<file path="src/rtl/mux_arb_0.sv">
// Four-requester round-robin arbiter with a hold-time limit, driving a shared
// WIDTH-bit bus from the data port of the current owner.
module mux_arb_0 #(
  parameter int WIDTH    = 16,
  parameter int MAX_HOLD = 8
) (
  input  logic             clk,
  input  logic             rst,
  input  logic [3:0]       req,
  input  logic [WIDTH-1:0] d0,
  input  logic [WIDTH-1:0] d1,
  input  logic [WIDTH-1:0] d2,
  input  logic [WIDTH-1:0] d3,
  output logic [3:0]       gnt,
  output logic [1:0]       sel,
  output logic             valid,
  output logic [WIDTH-1:0] out
);

  typedef enum logic [0:0] {IDLE = 1'b0, BUSY = 1'b1} state_t;

  localparam logic [7:0] HOLD_LAST = 8'(MAX_HOLD - 1);

  state_t           state_r, state_s;
  logic [1:0]       ptr_r, ptr_s;
  logic [1:0]       sel_r, sel_s;
  logic [7:0]       hcnt_r, hcnt_s;
  logic [3:0]       gnt_r, gnt_s;
  logic             valid_r, valid_s;
  logic [1:0]       win_s;
  logic [1:0]       idx_s;
  logic             found_s;
  logic             others_s;
  logic [WIDTH-1:0] out_s;

  // Round-robin winner search starting at the pointer position
  always_comb begin
    win_s   = 2'd0;
    idx_s   = 2'd0;
    found_s = 1'b0;
    for (int k = 0; k < 4; k++) begin
      idx_s = ptr_r + 2'(k);
      if (!found_s && req[idx_s]) begin
        win_s   = idx_s;
        found_s = 1'b1;
      end else begin
        found_s = found_s;
      end
    end
  end

  // Some requester other than the current owner is waiting
  always_comb begin
    others_s = |(req & ~(4'b0001 << sel_r));
  end

  // Next-state logic: grant from idle, hold/saturate, or release/preempt
  always_comb begin
    state_s = state_r;
    ptr_s   = ptr_r;
    sel_s   = sel_r;
    hcnt_s  = hcnt_r;
    gnt_s   = gnt_r;
    valid_s = valid_r;
    case (state_r)
      IDLE: begin
        if (req != 4'b0000) begin
          state_s = BUSY;
          gnt_s   = 4'b0001 << win_s;
          sel_s   = win_s;
          valid_s = 1'b1;
          hcnt_s  = 8'd0;
        end else begin
          state_s = IDLE;
        end
      end
      BUSY: begin
        // a drop and a timeout in the same cycle collapse into one release
        if (!req[sel_r] || (others_s && (hcnt_r == HOLD_LAST))) begin
          state_s = IDLE;
          gnt_s   = 4'b0000;
          valid_s = 1'b0;
          ptr_s   = sel_r + 2'd1;
        end else if (hcnt_r != HOLD_LAST) begin
          hcnt_s = hcnt_r + 8'd1;
        end else begin
          hcnt_s = hcnt_r;
        end
      end
      default: begin
        state_s = IDLE;
        gnt_s   = 4'b0000;
        valid_s = 1'b0;
      end
    endcase
  end

  // State and output registers
  always_ff @(posedge clk or posedge rst) begin
    if (rst) begin
      state_r <= IDLE;
      ptr_r   <= 2'd0;
      sel_r   <= 2'd0;
      hcnt_r  <= 8'd0;
      gnt_r   <= 4'b0000;
      valid_r <= 1'b0;
    end else begin
      state_r <= state_s;
      ptr_r   <= ptr_s;
      sel_r   <= sel_s;
      hcnt_r  <= hcnt_s;
      gnt_r   <= gnt_s;
      valid_r <= valid_s;
    end
  end

  // Shared bus mux, forced to zero when no grant is active
  always_comb begin
    out_s = '0;
    if (valid_r) begin
      case (sel_r)
        2'd0:    out_s = d0;
        2'd1:    out_s = d1;
        2'd2:    out_s = d2;
        2'd3:    out_s = d3;
        default: out_s = '0;
      endcase
    end else begin
      out_s = '0;
    end
  end

  assign gnt   = gnt_r;
  assign sel   = sel_r;
  assign valid = valid_r;
  assign out   = out_s;

endmodule

</file>
<file path="config.mk">
export PLATFORM = sky130hd
export DESIGN_NAME = mux_arb_0
export DESIGN_NICKNAME = d
export VERILOG_FILES = /design/src/rtl/mux_arb_0.sv
export SDC_FILE = /design/constraint.sdc
export NUM_CORES = 1
export LEC_CHECK = 0
export ABC_AREA = 1
export BUFFER_PORTS_ARGS = -buffer_cell sky130_fd_sc_hd__buf_2
export CORE_MARGIN = 8
export CORE_UTILIZATION = 40
export DETAILED_ROUTE_END_ITERATION = 10
export GPL_ROUTABILITY_DRIVEN = 0
export PLACE_DENSITY_LB_ADDON = 0.2
export SYNTH_ARGS = -nofsm -noshare
export SYNTH_HDL_FRONTEND = slang
export SYNTH_SLANG_ARGS = --single-unit
</file>
<file path="constraint.sdc">
create_clock -name clk -period 4.6 [get_ports clk]
set_input_delay 0.92 -clock clk [delete_from_list [all_inputs] [get_ports clk]]
set_output_delay 0.92 -clock clk [all_outputs]
set_load 0.05 [all_outputs]
</file>
==> flow_summary.yaml, run 1 <==
cells_and_area:
  area_delta_synth_final_pct: 29.3
  layout-drive-gt1-share: 0.360
  diodes: 0
  fin_nets: 429
routing:
  vias: 2133
  dr.pass1.iters: 4
  drtAntennaViolNets: 0
  route.met3.wl_um: 669
  drt-met1-wl_um: 2510
  top_layer_used: "met4"
  routed_wl_um: 5890
  drc_errors: 0
  wl_met2_um: 2680
  dr.first_iter.drc_count: 85
  viasPerCell: 5.27
  wl_per_cell_um: 14.5
synthesis:
  synth_edf_count: 0
  ys_warn_count: 0
  ys_ff_latch: 18
  synthTopCellsByCount: "nand2_1 (85), o21ai_0 (21), a21oi_1 (18), dfrtp_1 (18)"
  syn_area_per_cell_um2: 6.46
  yosysMostFrequentCell: "nand2_1"
  netlist_instances: 270
  yosys_most_used_dff: "dfrtp_1"
  yosys-top-cells-area: "dfrtp_1 (26%), nand2_1 (18%), o21ai_0 (6.0%)"
  synth.distinct_cells: 30
  syn_area_mm2: 0.00174
  synth_top_area_share: 0.258
  synth-async-reset-ratio: 1.00
  syn_nets: 345
  yosysTopAreaCell: "dfrtp_1"
  seq_area_frac_synth: 0.258
floorplanning:
  rows: 24
  dieHeight_um: 82.0
  start_util: 0.409
  die_x_um: 82.0
  core_area_mm2: 0.00426
  pin_count: 93
  die-area_mm2: 0.00673
cts:
  clk_latency_ps: 260
  cts-buffers-inserted: 3
  clk_pin_slew_ps: 70
  max-clock-path-buffers: 2
  cts_hold_buf: 0
  root_buffer: "clkbuf_8"
  cts_setup_buffers: 0
  h-tree-depth: 1
  cts_resized: 0
  cts_tree: "built"
  cts.sinks: 18
flow_run:
  max_cap_viol_count: 0
timing:
  worst_pin_slew_ps: 693
  setup-violations-final: 0
  rsz0062_at_grt: "false"
  fmax_ghz: 0.305
  tns_ps: 0
  maxSlewHeadroom: 0.537
  min_period_ps: 3280
  layout_setup_ws_ps: 1320
  post-route-period-util: 0.713
  finClkSkew_ps: 3.50
  hold_violations: 0
  slew_viol_final: 0
power_and_ir_drop:
  p_leak_uw: 0.00120
  p_per_area_mw_per_mm2: 831
  vdd_drop_max_mv: 0.402
place:
  hpwl_um: 4620
  pre_cts_ws_ps: 1590
  numPortBuffers: 92
grt:
  grt_pass1_vias: 2052
  grt_max_degree: 19
  grt_pass1_wl_um: 9280
  gr-usage-all-layers: 0.169
  overflow: 0
  antenna_found_initial: 0
setup_path:
  slowest_delay_ps: 490
  crit_type: "register to primary output"
  crit_path_cell_trace: "inv_1 -> ha_1 -> inv_1 -> o21ai_0 -> a31oi_1 -> buf_2"
  worstPathArrival_ps: 2360
  cp_max_fo: 18
  critPathLaunchType: "register"
  crit_family: "buffers and inverters"
  end_kind: "primary output"
  crit_top_cell: "inv_1"
  crit_buf_inv: 3
  cpMaxStageDelayCell: "dfrtp_1"
  critPathRequiredTime_ps: 3680
  reg2reg_setup_slack_ps: 2120
status:
  outcome: "finished clean"
hold_path:
  min_path_type: "register to register"
-- path summary, 6_finish.rpt --
check	start	endpoint	cells after the start
max	sel[0]$_DFFE_PP0P_	out[5]	6
max in group asynchronous	rst	hcnt_r[2]$_DFFE_PP0P_	2
min in group asynchronous	rst	gnt[2]$_DFFE_PP0P_	2
min	gnt[1]$_DFFE_PP0P_	gnt[1]$_DFFE_PP0P_	2
min reg2reg	gnt[1]$_DFFE_PP0P_	gnt[1]$_DFFE_PP0P_	2
max reg2reg	sel[0]$_DFFE_PP0P_	hcnt_r[1]$_DFFE_PP0P_	9
-- registers in the layout, summed over array words and instances (netlist names) --
name / count
gnt: 4
valid: 1
ptr_r: 2
state_r: 1
hcnt_r: 8
sel: 2
-- cell usage in the layout, fill, tap and decap left out, drive strengths merged, types with 5 or more instances in the layout --
cell / Yosys / routed
nand2: 102 / 102
nor2: 12 / 12
dfrtp: 18 / 18
o21ai: 30 / 30
inv: 17 / 17
buf: 8 / 92
a21oi: 18 / 18
nand3: 19 / 19
a31oi: 16 / 16
ha: 5 / 5
-- worst reg2reg max path: cells and delay by family (launching register included) --
family,cells,cell delay (ps)
simple gates,4,780
compound gates,3,430
buf+inv,1,150
fa+ha+maj,1,550
flops,1,470
-- power breakdown --
| group | internal [µW] | switching [µW] | total (µW) |
|---|---|---|---|
| Combinational | 378 | 1070 | 1450 |
| Clock | 76.1 | 54.6 | 131 |
| Sequential | 209 | 85.8 | 295 |
-- cell families (layout without fill, tap and decap cells) --
logic type,after synthesis,in the layout,synth area share
xor gates and xnor gates,4,4,0.0201
AOI/OAI and AO/OA,69,69,0.219
buffers and inverters,31,114,0.0789
and+or+nand+nor,143,143,0.388
DFF,18,18,0.258
adders and majority gates,5,5,0.0359
-- metal layers --
layer | GRT usage | vias up
met3 | 0.0394 | 4
met2 | 0.285 | 87
met5 | 0 | -
li1 | - | 1069
met1 | 0.216 | 973
met4 | 0.0298 | 0
-- metrics by stage --
step	utilization	hold slack (ps)	cell area, µm²	std cells	power [µW]
after floorplan	-	485	1740	270	1450
after global placement	0.516	494	2200	401	1740
after detailed placement	0.516	497	2200	401	1740
after CTS	0.529	519	2250	405	1880
after global routing	0.529	522	2250	405	2030
final	0.529	520	2250	405	1870
-- layout make-up --
cell class / count / area (µm²)
fillers: 420 / 2010
inverters: 18 / 67.6
well taps: 52 / 65.1
flip-flops and latches: 18 / 450
clock buffers: 4 / 55.1
multi-input cells: 221 / 1160
repair buffers: 92 / 460
Power figures use the tool's default switching activity.
==> run 2: changes to the inputs <==
--- a/config.mk
+++ b/config.mk
@@ -5,10 +5,10 @@
 export SDC_FILE = /design/constraint.sdc
 export NUM_CORES = 1
 export LEC_CHECK = 0
-export ABC_AREA = 1
+export ABC_AREA = 0
 export BUFFER_PORTS_ARGS = -buffer_cell sky130_fd_sc_hd__buf_2
 export CORE_MARGIN = 8
-export CORE_UTILIZATION = 40
+export CORE_UTILIZATION = 39
 export DETAILED_ROUTE_END_ITERATION = 10
 export GPL_ROUTABILITY_DRIVEN = 0
 export PLACE_DENSITY_LB_ADDON = 0.2
==> constraint.sdc (replaced) <==
create_clock -name clk -period 3 [get_ports clk]
set_input_delay 0.6 -clock clk [delete_from_list [all_inputs] [get_ports clk]]
set_output_delay 0.6 -clock clk [all_outputs]
set_load 0.05 [all_outputs]
==> flow_summary.yaml, run 2 <==
hold_path:
  min_path_type: "input port to asynchronous set/reset pin"
floorplanning:
  dieHeight_um: 77.2
  die-area_mm2: 0.00597
  start_util: 0.403
  core_area_mm2: 0.00363
  die_x_um: 77.2
  rows: 22
  pin_count: 93
cts:
  root_buffer: "clkbuf_8"
  clk_latency_ps: 250
  cts_tree: "built"
  cts_resized: 0
  cts_hold_buf: 0
  h-tree-depth: 1
  cts_setup_buffers: 0
  cts.sinks: 18
  cts-buffers-inserted: 3
  max-clock-path-buffers: 2
  clk_pin_slew_ps: 70
timing:
  tns_ps: 0
  finClkSkew_ps: 4.24
  hold_violations: 0
  rsz0062_at_grt: "false"
  fmax_ghz: 0.359
  maxSlewHeadroom: 0.540
  worst_pin_slew_ps: 689
  setup-violations-final: 0
  min_period_ps: 2790
  post-route-period-util: 0.928
  slew_viol_final: 0
cells_and_area:
  regArea_um2: 450
  area_delta_synth_final_pct: 35.6
  final_cell_mix: "buf_2 (92), nand2_1 (24), o21ai_0 (21)"
  layout_commonest_cell: "buf_2"
  largest_register_ffs: 8
  layout.cells.non_filler: 305
  fillers: 359
  multi_input_area_um2: 941
  regMostFlops: "hcnt_r"
  diodes: 0
  fin_nets: 334
  layout-drive-gt1-share: 0.401
synthesis:
  synth_top_area_share: 0.308
  yosysMostFrequentCell: "nand2_1"
  yosysTopAreaCell: "dfrtp_1"
  syn_area_mm2: 0.00146
  synth_edf_count: 0
  synthTopCellsByCount: "nand2_1 (24), o21ai_0 (21), and2_1 (18), dfrtp_1 (18), a222oi_1 (16)"
  seq_area_frac_synth: 0.308
  syn_area_per_cell_um2: 8.45
  yosys-top-cells-area: "dfrtp_1 (31%), a222oi_1 (11%), and2_1 (7.7%)"
  synth-async-reset-ratio: 1.00
  netlist_instances: 173
  ys_ff_latch: 18
  ys_warn_count: 0
  yosys_most_used_dff: "dfrtp_1"
  syn_nets: 248
  synth.distinct_cells: 36
setup_path:
  worstPathArrival_ps: 2190
  reg2reg_setup_slack_ps: 860
  crit_start: "sel[0]$_DFFE_PP0P_"
  critPathLaunchType: "register"
  r2r_cells: 7
  crit_path_cell_trace: "inv_1 -> ha_1 -> a222oi_1 -> o21ai_0 -> and2_1 -> buf_2"
  crit_cells: 6
  crit_type: "register to primary output"
  crit_buf_inv: 2
  rr_startpoint: "sel[0]$_DFFE_PP0P_"
  end_kind: "primary output"
  endpoint: "out[0]"
  critPathRequiredTime_ps: 2400
  r2r-end: "ptr_r[1]$_DFFE_PP0P_"
  crit_family: "adder cells"
  cp_max_fo: 17
  cpMaxStageDelayCell: "ha_1"
  slowest_delay_ps: 540
grt:
  overflow: 0
  grt_max_degree: 33
  gr-usage-all-layers: 0.151
  antenna_found_initial: 0
  grt_pass1_vias: 1549
  grt_pass1_wl_um: 7700
power_and_ir_drop:
  p_int_uw: 899
  p_comb_frac: 0.729
  p_per_area_mw_per_mm2: 1090
  vdd_drop_max_mv: 0.579
  sw_frac_of_total: 0.585
  clkPwrFrac: 0.076
  power_frac_seq: 0.195
  p_switching_uw: 1270
  p_leak_uw: 0.00104
routing:
  viasPerCell: 5.46
  drtAntennaViolNets: 0
  vias: 1665
  dr.first_iter.drc_count: 145
  wl_per_cell_um: 15.8
  dr.pass1.iters: 7
  drc_errors: 0
  routed_wl_um: 4820
flow_run:
  max_cap_viol_count: 0
status:
  outcome: "finished clean"
place:
  hpwl_um: 3820
  dpl.cell_count: 302
  numPortBuffers: 92
==> run 2: cell types whose count changed after synthesis, moves of 7 or more <==
| cell | delta |
|---|---|
| a21oi_1 | -15 |
| a222oi_1 | +16 |
| a31oi_1 | -16 |
| and2_1 | +18 |
| inv_1 | -7 |
| nand2_1 | -61 |
| nand2_2 | -14 |
| nand3_1 | -12 |
| o21ai_1 | -8 |
==> run 2: area by class of cell <==
class | count | share of cell area
multi-input combinational | 137 | 0.474
inverter | 6 | 0.0114
timing repair buffer | 93 | 0.236
sequential | 18 | 0.227
tap | 48 | 0.0303
clock buffer | 3 | 0.0208
==> run 2: worst min-delay path by stage <==
stage	slack, ps	to	depth (start not counted)	start
after floorplan	460	hcnt_r[4]$_DFFE_PP0P_	1	hcnt_r[4]$_DFFE_PP0P_
final	450	hcnt_r[1]$_DFFE_PP0P_	2	rst
after global routing	530	hcnt_r[3]$_DFFE_PP0P_	2	rst
after detailed placement	500	hcnt_r[4]$_DFFE_PP0P_	1	hcnt_r[4]$_DFFE_PP0P_
after global placement	500	hcnt_r[4]$_DFFE_PP0P_	1	hcnt_r[4]$_DFFE_PP0P_
after CTS	470	hcnt_r[1]$_DFFE_PP0P_	2	rst
==> run 2: cell families (layout without fill, tap and decap cells) <==
family          count (synthesis)  after routing  synth area share
simple gates                   70             70             0.252
fa+ha+maj                       5              5            0.0428
buf+inv                        18            102            0.0488
mux                             5              5            0.0462
compound gates                 54             54             0.285
xor+xnor                        3              3            0.0180
flops                          18             18             0.308
==> run 2: metal layers <==
metal / routed length (µm) / vias up / GRT usage
met3: 490 / 4 / 0.0443
met2: 2070 / 97 / 0.239
met5: 0 / - / 0
met1: 2220 / 738 / 0.196
met4: 42 / 0 / 0.0340
li1: - / 826 / -
==> run 2: power by group through the flow <==
stage	clock, µW	combinational, µW	sequential (µW)
6_report	165	1580	422
5_1_grt	175	1700	442
4_1_cts	167	1580	423
3_5_place_dp	0	1580	427
3_3_place_gp	0	1580	426
2_1_floorplan	0	1130	531
==> run 2: stage by stage <==
step / total power, µW / cell area (µm²) / worst slack [ps] / hold slack [ps] / util
floorplan: 1660 / 1460 / 262 / 460 / -
global placement: 2000 / 1940 / 548 / 496 / 0.534
detailed placement: 2010 / 1940 / 503 / 497 / 0.534
CTS: 2170 / 1980 / 226 / 466 / 0.546
global route: 2320 / 1980 / 27.0 / 530 / 0.546
finish: 2170 / 1980 / 215 / 446 / 0.546
==> run 3: changes to the inputs <==
--- a/config.mk
+++ b/config.mk
@@ -7,8 +7,9 @@
 export LEC_CHECK = 0
 export ABC_AREA = 0
 export BUFFER_PORTS_ARGS = -buffer_cell sky130_fd_sc_hd__buf_2
-export CORE_MARGIN = 8
-export CORE_UTILIZATION = 39
+export CORE_MARGIN = 2
+export CORE_UTILIZATION = 40
+export CTS_BUF_LIST = sky130_fd_sc_hd__clkbuf_8
 export DETAILED_ROUTE_END_ITERATION = 10
 export GPL_ROUTABILITY_DRIVEN = 0
 export PLACE_DENSITY_LB_ADDON = 0.2
==> flow_summary.yaml, run 3 (same netlist as run 2, synthesis figures left out) <==
power_and_ir_drop:
  power_frac_seq: 0.196
  p_leak_uw: 0.00105
  p_comb_frac: 0.715
  p_switching_uw: 1270
  vdd_drop_max_mv: 0.493
  sw_frac_of_total: 0.577
  p_per_area_mw_per_mm2: 1100
  p_int_uw: 926
  clkPwrFrac: 0.089
  power.total_uw: 2190
timing:
  post-route-period-util: 0.913
  tns_ps: 0
  hold_violations: 0
  slew_viol_final: 0
  maxSlewHeadroom: 0.550
  layout_setup_ws_ps: 260
  worst_pin_slew_ps: 674
  min_period_ps: 2740
  fmax_ghz: 0.365
  setup-violations-final: 0
  finClkSkew_ps: 2.80
  rsz0062_at_grt: "false"
cells_and_area:
  area_delta_synth_final_pct: 36.4
  layout-drive-gt1-share: 0.403
  multi_input_area_um2: 941
  regMostFlops: "hcnt_r"
  layout.cells.non_filler: 304
  fillers: 324
  fin_area_mm2: 0.00199
  final_cell_mix: "buf_2 (92), nand2_1 (24), o21ai_0 (21)"
  layout_commonest_cell: "buf_2"
  largest_register_ffs: 8
  fin_nets: 334
  regArea_um2: 450
  diodes: 0
setup_path:
  cpMaxStageDelayCell: "ha_1"
  critPathLaunchType: "register"
  crit_type: "register to primary output"
  worstPathArrival_ps: 2140
  cp_max_fo: 17
  end_kind: "primary output"
  crit_path_cell_trace: "inv_1 -> ha_1 -> a222oi_1 -> o21ai_0 -> and2_1 -> buf_2"
  slowest_delay_ps: 530
  critPathRequiredTime_ps: 2400
floorplanning:
  start_util: 0.428
  dieHeight_um: 64.5
  core_area_mm2: 0.00342
  die-area_mm2: 0.00416
  pin_count: 93
  rows: 21
  die_x_um: 64.5
routing:
  drc_errors: 0
  dr.first_iter.drc_count: 144
  vias: 1640
  wl_per_cell_um: 13.8
  routed_wl_um: 4200
  drtAntennaViolNets: 0
  dr.pass1.iters: 6
  viasPerCell: 5.39
cts:
  cts_resized: 0
  root_buffer: "clkbuf_8"
  clk_latency_ps: 250
  cts_tree: "built"
  cts_hold_buf: 0
  max-clock-path-buffers: 2
  cts.sinks: 18
  cts_setup_buffers: 0
  clk_pin_slew_ps: 70
  cts-buffers-inserted: 3
  h-tree-depth: 1
grt:
  gr-usage-all-layers: 0.205
  grt_pass1_wl_um: 6910
  grt_max_degree: 34
  antenna_found_initial: 0
  overflow: 0
  grt_pass1_vias: 1506
flow_run:
  max_cap_viol_count: 0
place:
  numPortBuffers: 92
  dpl.cell_count: 300
  hpwl_um: 3260
  pre_cts_ws_ps: 525
  place_area_mm2: 0.00194
status:
  outcome: "finished clean"
hold_path:
  min_path_type: "input port to asynchronous set/reset pin"
==> run 3: cell types whose count changed in the layout (fill, tap and decap cells not counted), sizes merged <==
cell / previous run / this run
clkbuf: 3 / 4
==> run 3: layout make-up <==
cell class / instances / area share
repair buffers: 93 / 0.235
multi-input cells: 137 / 0.472
clock buffers: 4 / 0.0276
inverters: 6 / 0.0113
well taps: 46 / 0.0289
flip-flops and latches: 18 / 0.226
==> run 3: worst paths after layout <==
path | end | start | cells past startpoint | slack [ps]
setup / recovery | out[2] | sel[0]$_DFFE_PP0P_ | 6 | 260
hold / removal | sel[1]$_DFFE_PP0P_ | rst | 2 | 430
setup reg to reg | ptr_r[1]$_DFFE_PP0P_ | sel[1]$_DFFE_PP0P_ | 7 | 850
hold reg to reg | hcnt_r[6]$_DFFE_PP0P_ | hcnt_r[6]$_DFFE_PP0P_ | 1 | 500
max in group asynchronous | hcnt_r[4]$_DFFE_PP0P_ | rst | 2 | 2140
min in group clk | hcnt_r[6]$_DFFE_PP0P_ | hcnt_r[6]$_DFFE_PP0P_ | 1 | 500
==> run 3: power by group through the flow <==
stage,registers [µW],logic (µW),clock network (µW)
finish,428,1570,195
floorplan,531,1130,0
CTS,428,1570,205
detailed placement,433,1570,0
global placement,427,1560,0
global route,445,1710,213
==> run 3: per-stage QoR <==
stage | util | hold slack, ps
floorplan | - | 460
global placement | 0.568 | 488
detailed placement | 0.568 | 494
CTS | 0.584 | 453
global route | 0.584 | 495
finish | 0.584 | 435
==> run 3: layer usage <==
layer | global-route usage | vias to the layer above | part of all wire
li1 | - | 822 | -
met1 | 0.269 | 754 | 0.46
met2 | 0.358 | 62 | 0.46
met3 | 0.0451 | 2 | 0.071
met4 | 0.0239 | 0 | 0.0024
met5 | 0 | - | 0
==> run 3: critical path: cells and delay by family, from the launching register on <==
| family | cells | cell delay [ps] |
|---|---|---|
| AOI/OAI and AO/OA | 2 | 400 |
| adders and majority gates | 1 | 530 |
| buffers and inverters | 2 | 360 |
| DFF | 1 | 450 |
| and+or+nand+nor | 1 | 130 |
